==> config.mk <==
export PLATFORM = sky130hd
export DESIGN_NAME = soc_system_cpu_s0_oci_dct_packer
export DESIGN_NICKNAME = d
export VERILOG_FILES = /design/src/rtl/soc_system_cpu_s0_oci_dct_packer.sv
export SDC_FILE = /design/constraint.sdc
export NUM_CORES = 1
export LEC_CHECK = 0
export CAP_MARGIN = 20
export CORE_AREA = 2 2 103 105
export CTS_BUF_LIST = sky130_fd_sc_hd__clkbuf_8
export CTS_CLUSTER_SIZE = 8
export DETAILED_ROUTE_END_ITERATION = 7
export DIE_AREA = 0 0 105 107
export GPL_TIMING_DRIVEN = 0
export PLACE_DENSITY = 0.42
export RECOVER_POWER = 25
export SETUP_SLACK_MARGIN = 0.3
export SYNTH_ARGS = -nofsm -noshare
export SYNTH_HDL_FRONTEND = slang
export SYNTH_SLANG_ARGS = --single-unit
==> constraint.sdc <==
create_clock -name clk -period 3.6 [get_ports clk]
set_clock_uncertainty 0.15 [all_clocks]
set_input_delay 0.36 -clock clk [delete_from_list [all_inputs] [get_ports clk]]
set_output_delay 0.36 -clock clk [all_outputs]
set_load 0.01 [all_outputs]
==> src/rtl/soc_system_cpu_s0_oci_dct_packer.sv <==
// OCI DCT producer: packs 2-bit trace atoms into 30-bit frames behind a valid/ready handshake.
// Define OCI_DCT_LOSSY_EN to drop atoms instead of back-pressuring and count the drops.
module soc_system_cpu_s0_oci_dct_packer #(
  parameter int unsigned ATOM_W = 2,
  parameter int unsigned DEPTH  = 15,
  parameter int unsigned CNT_W  = 4
) (
  input  logic                      clk,
  input  logic                      reset,
  input  logic                      atom_valid,
  input  logic [ATOM_W-1:0]         atom_data,
  output logic                      atom_ready,
  input  logic                      flush,
  input  logic                      test_ending,
  output logic [DEPTH*ATOM_W-1:0]   dct_buffer,
  output logic [CNT_W-1:0]          dct_count,
  output logic                      dct_valid,
  input  logic                      dct_ready,
  output logic                      test_has_ended
`ifdef OCI_DCT_LOSSY_EN
  ,
  output logic [7:0]                dct_drop_cnt
`endif
);

  localparam int unsigned BufW = DEPTH * ATOM_W;
  localparam logic [CNT_W-1:0] FullCnt = CNT_W'(DEPTH);

  typedef enum logic [1:0] {StRun, StDrain, StEnded} state_e;

  state_e            state_q;
  logic [BufW-1:0]   acc_q;
  logic [CNT_W-1:0]  acc_cnt_q;
  logic              flush_pend_q;

  logic              acc_full;
  logic              out_free;
  logic              accept;
  logic              merge;
  logic              spill;
  logic              flush_req;
  logic              transfer;
  logic [BufW-1:0]   acc_eff;
  logic [CNT_W-1:0]  cnt_eff;
`ifdef OCI_DCT_LOSSY_EN
  logic              drop;
`endif

  always_comb begin
    acc_full = (acc_cnt_q == FullCnt);
    out_free = !dct_valid || dct_ready;
`ifdef OCI_DCT_LOSSY_EN
    atom_ready = (state_q == StRun);
`else
    atom_ready = (state_q == StRun) && (!acc_full || out_free);
`endif
    accept = atom_valid && atom_ready;
    // A full accumulator cannot absorb the atom; it either starts the next frame or is lost.
    merge  = accept && !acc_full;
    spill  = accept && acc_full && out_free;
`ifdef OCI_DCT_LOSSY_EN
    drop   = accept && acc_full && !out_free;
`endif
    acc_eff   = merge ? {acc_q[BufW-ATOM_W-1:0], atom_data} : acc_q;
    cnt_eff   = acc_cnt_q + CNT_W'(merge);
    flush_req = flush || flush_pend_q || (state_q == StDrain);
    transfer  = out_free && (acc_full || (flush_req && (cnt_eff != '0)));
  end

  always_ff @(posedge clk) begin
    if (reset) begin
      state_q        <= StRun;
      acc_q          <= '0;
      acc_cnt_q      <= '0;
      flush_pend_q   <= 1'b0;
      dct_buffer     <= '0;
      dct_count      <= '0;
      dct_valid      <= 1'b0;
      test_has_ended <= 1'b0;
`ifdef OCI_DCT_LOSSY_EN
      dct_drop_cnt   <= '0;
`endif
    end else begin
      if (transfer) begin
        dct_buffer   <= acc_eff;
        dct_count    <= cnt_eff;
        dct_valid    <= 1'b1;
        acc_q        <= spill ? BufW'(atom_data) : '0;
        acc_cnt_q    <= spill ? CNT_W'(1) : '0;
        flush_pend_q <= 1'b0;
      end else begin
        if (dct_ready) dct_valid <= 1'b0;
        acc_q     <= acc_eff;
        acc_cnt_q <= cnt_eff;
        if (flush && (cnt_eff != '0)) flush_pend_q <= 1'b1;
      end

      unique case (state_q)
        StRun: begin
          if (test_ending) state_q <= StDrain;
        end
        StDrain: begin
          if ((acc_cnt_q == '0) && out_free) begin
            state_q        <= StEnded;
            test_has_ended <= 1'b1;
          end
        end
        StEnded: begin
          test_has_ended <= 1'b1;
        end
        default: state_q <= StRun;
      endcase

`ifdef OCI_DCT_LOSSY_EN
      if (drop && (dct_drop_cnt != 8'hFF)) dct_drop_cnt <= dct_drop_cnt + 8'd1;
`endif
    end
  end

endmodule

==> reports/results.tsv <==
metric	value	unit
run_status	finished clean	
finalCritPeriodShare	0.8654	
slew_viol_final	0	
seq_area_frac_synth	0.5455	
regArea	0.001463	mm^2
r2r_slack	0.48	ns
final_common_cell	dfxtp_1	
endpoint	dct_buffer[0]	
irDropWorstVdd	0.0001552	V
pin_count	45	
grt_antenna_before_repair	0	
cpPeakStageDelay	0.46	ns
min_path_cells	2	
grt_max_degree	14	
portBuffers	43	
cts_max_level	3	
n_antenna_cell	0	
synth_warnings	0	
path_cells	nand4_1 > nand3_4 > clkbuf_4 > inv_1 > ha_1 > ha_1 > xnor2_2 > o211ai_4 > a311oi_4 > buf_4 > buf_6 > o2bb2ai_2	
worstPathArrival	3.25	ns
holdCritPathClass	input port to register	
p_total	1.973	mW
cts_tree	yes	
dr.pass1.iters	4	
synth_edf_count	0	
critical_path_depth	12	
cp.required	3.73	ns
hold_viol_final	0	
synth_cell_types	34	
critPathSlowestCell	dfxtp_1	
dieWidth	105	um
routed_wl	5.902	mm
cp_max_fo	10	
row_count	37	
dp_hpwl	4.153	mm
design_area	0.003540	mm^2
wire_per_inst	13.79	um
place_congestion	0.7331	
gr-total-overflow	0	
multi_input_area	0.001134	mm^2
final_cell_mix	dfxtp_1 (72), nor2_1 (38), mux2i_1 (30)	
placed_area	0.003279	mm^2
grt_pass1_wl	10.06	mm
grt_setup_unrepaired	false	
worst_pin_slew	0.3484	ns
grt_pass1_vias	1973	
crit_buf_inv	4	
max-slew-margin-rel	0.7656	
fillers	1077	
ff2ff_path_depth	12	
viasPerCell	4.393	
core-area	0.01009	mm^2
drive_gt1_frac	0.1849	
fmax	321.0	MHz
cts_made_buffers	9	
r2r_start	acc_cnt_q[2]	
r2r_end	dct_buffer[0]	
synthCells	229	
initial_core_util	0.2654	
fin_cells	428	
syn_area_per_cell	11.70	um^2
die_h	107	um
crit_type	register to register	
clock_sinks	73	
clk_latency	0.35	ns
drv_cap	0	
p_leak	1.413	nW
area_delta_synth_final	32.13	%
path_clk_slew	0.08	ns
ys_async_sr_fraction	0	
drc	0	
worstSetupStartpointType	register	
ys.flop_type	dfxtp_1	
cp_top_family	buffers and inverters	
dp_cells	408	
syn_area	0.002679	mm^2
ctsHoldBuffers	0	
synth_seq_cells	73	
via_count	1880	
cts_buffer_depth	2	
worstSetupEndpointType	register	
cts-root-buf	clkbuf_8	
finalCriticalPeriod	3.115	ns
setup_viol	0	
grt_use_total	0.1153	
first_iter_violations	43	
dieArea	0.01124	mm^2
power_density	557.5	mW/mm^2
cp-startpoint	acc_cnt_q[2]	
antenna_left	0	
syn_nets	239	
final_nets	297	
cp_common_cell	ha_1	
## worst min-delay path by stage
stage	from	endpoint	slack [ns]
finish	reset	state_q[1]	0.11
global route	reset	test_has_ended	0.11
CTS	reset	state_q[1]	0.10
detailed placement	dct_buffer[10]	dct_buffer[10]	0.30
global placement	dct_buffer[24]	dct_buffer[24]	0.30
floorplan	flush_pend_q	flush_pend_q	0.29
## power by group
part	leakage, nW	switching [mW]	total (mW)	internal, mW
Combinational	0.729	0.266	0.443	0.177
Sequential	0.590	0.0265	0.867	0.840
Clock	0.0949	0.323	0.663	0.340
Total	1.41	0.616	1.97	1.36
## cell usage after synthesis, types with 2 or more instances
cell type / instances / area share
nand2b_1: 3 / 0.0070
nor2_1: 38 / 0.053
o2bb2ai_2: 11 / 0.062
a21oi_1: 3 / 0.0056
o2bb2ai_1: 23 / 0.075
buf_6: 3 / 0.013
ha_1: 2 / 0.0093
nand3_1: 2 / 0.0037
nand2_1: 2 / 0.0028
nor3_1: 2 / 0.0037
a32o_1: 2 / 0.0075
o21ai_0: 3 / 0.0056
dfxtp_1: 73 / 0.55
inv_1: 4 / 0.0056
a31oi_1: 3 / 0.0070
mux2i_1: 30 / 0.11
buf_2: 8 / 0.015
## per-stage QoR
| stage | utilization | hold slack (ns) | worst slack [ns] | TNS (ns) |
|---|---|---|---|---|
| floorplan | - | 0.2874 | 0.7380 | 0 |
| global placement | 0.3249 | 0.3004 | -0.007920 | -0.04500 |
| detailed placement | 0.3249 | 0.2957 | 0.02919 | 0 |
| CTS | 0.3480 | 0.1014 | 0.3101 | 0 |
| global route | 0.3507 | 0.1134 | 0.2323 | 0 |
| finish | 0.3507 | 0.1126 | 0.4846 | 0 |
## sequential cells by signal, summed over array words and instances, names as in the netlist
| signal | flops |
|---|---|
| dct_buffer | 30 |
| dct_valid | 1 |
| acc_cnt_q | 4 |
| state_q | 2 |
| dct_count | 4 |
| flush_pend_q | 1 |
| acc_q | 30 |
| test_has_ended | 1 |
## timing repair
action	in CTS	in global routing
gates resized for setup	3	5
setup buffers	3	1
setup endpoints to repair	36	66
pin swaps	1	2
## layer usage
metal,part of all wire,vias up,GRT usage,routed length (um)
met4,0.023,0,0.06857,138
met3,0.024,10,0.02067,141
li1,-,952,-,-
met2,0.44,29,0.1795,2607
met5,0,-,0,0
met1,0.51,889,0.1491,3015
## logic make-up (layout without fill, tap and decap cells)
family	Yosys count	after routing	share of synthesized area
muxes	30	30	0.1121
buffers and inverters	17	80	0.03736
DFF	73	73	0.5455
and+or+nand+nor	56	56	0.09763
AOI/OAI and AO/OA	50	50	0.1920
xor gates and xnor gates	1	1	0.006074
adders and majority gates	2	2	0.009340
## area by class of cell
class	count	area share
Buffer	13	0.02651
Clock inverter	6	0.01873
Multi-Input combinational cell	139	0.3203
Sequential cell	73	0.4132
Tap cell	136	0.04807
Inverter	4	0.004242
Timing Repair Buffer	47	0.1301
Clock buffer	10	0.03888
No activity file was read; power rests on OpenSTA's default activity.
